## config.mk

```make
export PLATFORM = sky130hd
export DESIGN_NAME = matrix_controller
export DESIGN_NICKNAME = d
export VERILOG_FILES = /design/src/rtl/matrix_controller.sv
export SDC_FILE = /design/constraint.sdc
export NUM_CORES = 1
export LEC_CHECK = 0
export ABC_AREA = 1
export BUFFER_PORTS_ARGS = -buffer_cell sky130_fd_sc_hd__buf_2
export CAP_MARGIN = 5
export CORE_MARGIN = 5
export CORE_UTILIZATION = 40
export CTS_CLUSTER_DIAMETER = 50
export CTS_CLUSTER_SIZE = 28
export DETAILED_ROUTE_END_ITERATION = 12
export PLACE_DENSITY = 0.67
export SLEW_MARGIN = 5
export SYNTH_ARGS = -nofsm -noshare
export SYNTH_HDL_FRONTEND = slang
export SYNTH_SLANG_ARGS = --single-unit
```

## constraint.sdc

```tcl
create_clock -name Clk -period 1.5 [get_ports Clk]
set_input_delay 0.225 -clock Clk [delete_from_list [all_inputs] [get_ports Clk]]
set_output_delay 0.225 -clock Clk [all_outputs]
set_load 0.1 [all_outputs]
```

## src/rtl/matrix_controller.sv

```systemverilog
// Main instruction decoder: turns opcode/function fields into registered
// datapath control strobes and a 4-bit ALU operation code.
module matrix_controller (
    input  logic       Clk,
    input  logic       Rst,
    input  logic [5:0] Op,
    input  logic [5:0] Fcn,
    output logic       ALUSrc,
    output logic       ALUSrc2,
    output logic       RegSl,
    output logic       RegDst,
    output logic       RegWrite,
    output logic [3:0] ALUOp,
    output logic       MemRead,
    output logic       MemWrite,
    output logic       MemtoReg,
    output logic       Brnch
);

    localparam logic [5:0] OP_RTYPE = 6'b000000;
    localparam logic [5:0] OP_SPEC2 = 6'b011100;
    localparam logic [5:0] OP_ADDI  = 6'b001000;
    localparam logic [5:0] OP_ORI   = 6'b001101;
    localparam logic [5:0] OP_LW    = 6'b100011;
    localparam logic [5:0] OP_SW    = 6'b101011;
    localparam logic [5:0] OP_BNE   = 6'b000101;

    localparam logic [3:0] ALU_ADD  = 4'b0000;
    localparam logic [3:0] ALU_SUB  = 4'b0001;
    localparam logic [3:0] ALU_AND  = 4'b0010;
    localparam logic [3:0] ALU_OR   = 4'b0011;
    localparam logic [3:0] ALU_SLT  = 4'b0100;
    localparam logic [3:0] ALU_SLL  = 4'b0101;
    localparam logic [3:0] ALU_SRL  = 4'b0110;
    localparam logic [3:0] ALU_ROTR = 4'b0111;
    localparam logic [3:0] ALU_CLO  = 4'b1000;
    localparam logic [3:0] ALU_CLZ  = 4'b1001;
    localparam logic [3:0] ALU_MUL  = 4'b1010;

    logic       alu_src_d, alu_src2_d, reg_sl_d, reg_dst_d, reg_write_d;
    logic [3:0] alu_op_d;
    logic       mem_read_d, mem_write_d, mem_to_reg_d, brnch_d;

    always_comb begin
        alu_src_d    = 1'b0;
        alu_src2_d   = 1'b0;
        reg_sl_d     = 1'b0;
        reg_dst_d    = 1'b0;
        reg_write_d  = 1'b0;
        alu_op_d     = ALU_ADD;
        mem_read_d   = 1'b0;
        mem_write_d  = 1'b0;
        mem_to_reg_d = 1'b0;
        brnch_d      = 1'b0;
        unique case (Op)
            OP_RTYPE: begin
                // An unknown function code must leave every strobe low (NOP).
                reg_dst_d   = 1'b1;
                reg_write_d = 1'b1;
                case (Fcn)
                    6'b100000: alu_op_d = ALU_ADD;
                    6'b100010: alu_op_d = ALU_SUB;
                    6'b100100: alu_op_d = ALU_AND;
                    6'b100101: alu_op_d = ALU_OR;
                    6'b101010: alu_op_d = ALU_SLT;
                    6'b000000: begin alu_op_d = ALU_SLL;  alu_src2_d = 1'b1; end
                    6'b000010: begin alu_op_d = ALU_SRL;  alu_src2_d = 1'b1; end
                    6'b000110: begin alu_op_d = ALU_ROTR; alu_src2_d = 1'b1; end
                    default: begin
                        reg_dst_d   = 1'b0;
                        reg_write_d = 1'b0;
                    end
                endcase
            end
            OP_SPEC2: begin
                reg_dst_d   = 1'b1;
                reg_write_d = 1'b1;
                case (Fcn)
                    6'b100001: alu_op_d = ALU_CLO;
                    6'b100000: alu_op_d = ALU_CLZ;
                    6'b000010: alu_op_d = ALU_MUL;
                    default: begin
                        reg_dst_d   = 1'b0;
                        reg_write_d = 1'b0;
                    end
                endcase
            end
            OP_ADDI: begin
                alu_src_d   = 1'b1;
                reg_write_d = 1'b1;
            end
            OP_ORI: begin
                alu_src_d   = 1'b1;
                reg_sl_d    = 1'b1;
                reg_write_d = 1'b1;
                alu_op_d    = ALU_OR;
            end
            OP_LW: begin
                alu_src_d    = 1'b1;
                reg_write_d  = 1'b1;
                mem_read_d   = 1'b1;
                mem_to_reg_d = 1'b1;
            end
            OP_SW: begin
                alu_src_d   = 1'b1;
                mem_write_d = 1'b1;
            end
            OP_BNE: begin
                brnch_d  = 1'b1;
                alu_op_d = ALU_SUB;
            end
            default: ;
        endcase
    end

    always_ff @(posedge Clk) begin
        if (!Rst) begin
            ALUSrc   <= 1'b0;
            ALUSrc2  <= 1'b0;
            RegSl    <= 1'b0;
            RegDst   <= 1'b0;
            RegWrite <= 1'b0;
            ALUOp    <= ALU_ADD;
            MemRead  <= 1'b0;
            MemWrite <= 1'b0;
            MemtoReg <= 1'b0;
            Brnch    <= 1'b0;
        end else begin
            ALUSrc   <= alu_src_d;
            ALUSrc2  <= alu_src2_d;
            RegSl    <= reg_sl_d;
            RegDst   <= reg_dst_d;
            RegWrite <= reg_write_d;
            ALUOp    <= alu_op_d;
            MemRead  <= mem_read_d;
            MemWrite <= mem_write_d;
            MemtoReg <= mem_to_reg_d;
            Brnch    <= brnch_d;
        end
    end

endmodule

```

==> flow_summary.ini <==
[synth]
async_flop_share_pct = 0
synthTopCellsByArea = dfxtp_1 (36%), nand3_1 (12%), inv_1 (8.5%), nor2_1 (8.5%), nand2_1 (6.8%)
yosysSeqAreaShare_pct = 36.4
synth-edff-count = 0
yosysMostFrequentCell = nand3_1
ys_ff_latch = 12
synth_common_cells = nand3_1 (16), inv_1 (15), nor2_1 (15)
synthCells = 95
synth_warnings = 0
synth_flop_cell = dfxtp_1
syn_area_sq_um = 659
yosysUniqueCellTypes = 17
yosysTopAreaCell = dfxtp_1
synth_area_per_cell_sq_um = 6.94
synth_top_area_share_pct = 36.4
synth_nets = 109

[clock_network]
max-clock-path-buffers = 2
cts_tree = built
post_cts_resize_count = 0
cts.hold.buffers_added = 0
cts_inserted_buffers = 3
cts_sinks = 12
htree_num_levels = 1
clk_pin_slew_worst_paths_ns = 0.06
cts_root_buf = clkbuf_4
cts_setup_buffers = 0

[power_and_ir_drop]
powerDensity_mw_per_mm2 = 730
ir_drop_uv = 203
p_leak_nw = 0.489

[die]
dieArea_sq_mm = 0.00256
start_util_pct = 42.8
fp.dieH_um = 50.6
row_count = 14
ios = 27
core-area_sq_mm = 0.00154
die_x_um = 50.6

[worst_setup_path]
crit_start = RegDst
cp.buffers_inverters = 1
crit_path_top_delay_cell = buf_2
path_cells = buf_2
worstSetupPathDepth = 1
critPathMaxStageDelay_ns = 0.42
crit_path_end = RegDst
crit_arrival_ns = 0.99
endpoint_kind = output port
start_kind = register
path_delay_family = buffers and inverters
crit_fanout = 1
setup.worst_path.class = reg2out
worstPathRequired_ns = 1.27

[timing]
grt_setup_unrepaired = no
hold_ws_ns = 0.177
drv_slew = 0
finalCriticalPeriod_ns = 1.21
tightest_slew_ns = 0.491
clock.fmax_mhz = 824
setup_tns_ns = 0
layout_setup_ws_ns = 0.287
final_hold_viol_count = 0
setup_viol_count_final = 0
worst_slew_margin_rel_pct = 67.5
layout_worst_path_cycle_share_pct = 80.9

[route]
vias = 642
drt-vias-per-instance = 4.62
drt_iter0_drc = 15
drtPass1Iterations = 4
drc = 0
ant_nets = 0
drt-total-wl_um = 1260
avgRoutedWirePerCell_um = 9.05

[global_route]
grt_max_degree = 8
grt_usage_pct = 11.3
grt_pass1_wl_um = 2370
antenna_found_initial = 0
grt_overflow = 0
grt_pass1_vias = 606

[finish]
diodes = 0
layout.nets = 139
layout-drive-gt1-share_pct = 39.0
area_growth_pct = 25.2

[placed_design]
dp_hpwl_um = 1130
gp_congestion = 0.873
place_ws_ns = 0.430
io_buffers = 26

[run]
cap_violations = 0

[min_path]
hold_class = in2reg

[outcome]
status = complete, no violations
-- metrics by stage --
step / instances / total power [mW] / util (%) / cell area, sq um
6_report: 139 / 0.603 / 53.6 / 826
5_1_grt: 139 / 0.637 / 53.6 / 826
4_1_cts: 139 / 0.609 / 53.6 / 826
3_5_place_dp: 136 / 0.432 / 52.1 / 803
3_3_place_gp: 136 / 0.431 / 52.1 / 803
2_1_floorplan: 95 / 0.394 / - / 661
-- metal layers --
layer / up-vias / share of wire (%) / global-route usage [%]
met1: 265 / 41 / 14.3
met4: 0 / 1.3 / 5.11
met5: - / 0 / 0
met3: 2 / 8.0 / 0.888
li1: 353 / - / -
met2: 22 / 49 / 19.0
-- worst min-delay path by stage --
stage                     slack (ns)  startpoint  cells past startpoint     to
after CTS                       0.17       Op[3]                      2  Brnch
final                           0.18       Op[3]                      2  Brnch
after global placement          0.44       Op[3]                      2  Brnch
after detailed placement        0.44       Op[3]                      2  Brnch
after floorplan                 0.30       Op[3]                      1  Brnch
after global routing            0.18       Op[3]                      2  Brnch
-- cell families (layout without fill, tap and decap cells) --
logic type / after synthesis / count (layout) / share of synthesized area [%]
AOI/OAI and AO/OA: 5 / 5 / 4.36
buffers and inverters: 20 / 48 / 12.0
DFF: 12 / 12 / 36.4
and+or+nand+nor: 58 / 58 / 47.2
-- sequential cells by signal, indices dropped and copies added, names as in the netlist --
signal	count
RegSl	1
MemtoReg	1
MemWrite	1
RegDst	1
ALUSrc	1
ALUOp	4
Brnch	1
ALUSrc2	1
RegWrite	1
-- placed cells by master, fill, tap and decap left out, drive strengths merged --
cell,netlist,layout
o21ai,3,3
nand2,14,14
dfxtp,12,12
nor2,23,23
nand4,2,2
nand3,18,18
buf,1,26
nor3,1,1
inv,19,19
clkbuf,0,3
a21oi,2,2
-- cell type report --
type,count,area [sq um]
inverters,19,71.3
multi-input cells,63,340
repair buffers,26,130
flip-flops and latches,12,241
fillers,169,716
clock buffers,3,22.5
well taps,16,20.0
-- power breakdown --
| part | leakage (nW) | switching (mW) | total [mW] | internal (mW) |
|---|---|---|---|---|
| registers | 0.0973 | 0.000412 | 0.321 | 0.321 |
| logic | 0.378 | 0.0729 | 0.103 | 0.0305 |
| clock network | 0.0138 | 0.0857 | 0.178 | 0.0924 |
| total | 0.489 | 0.159 | 0.603 | 0.444 |
Note: power is estimated with default switching activity, not from simulation.
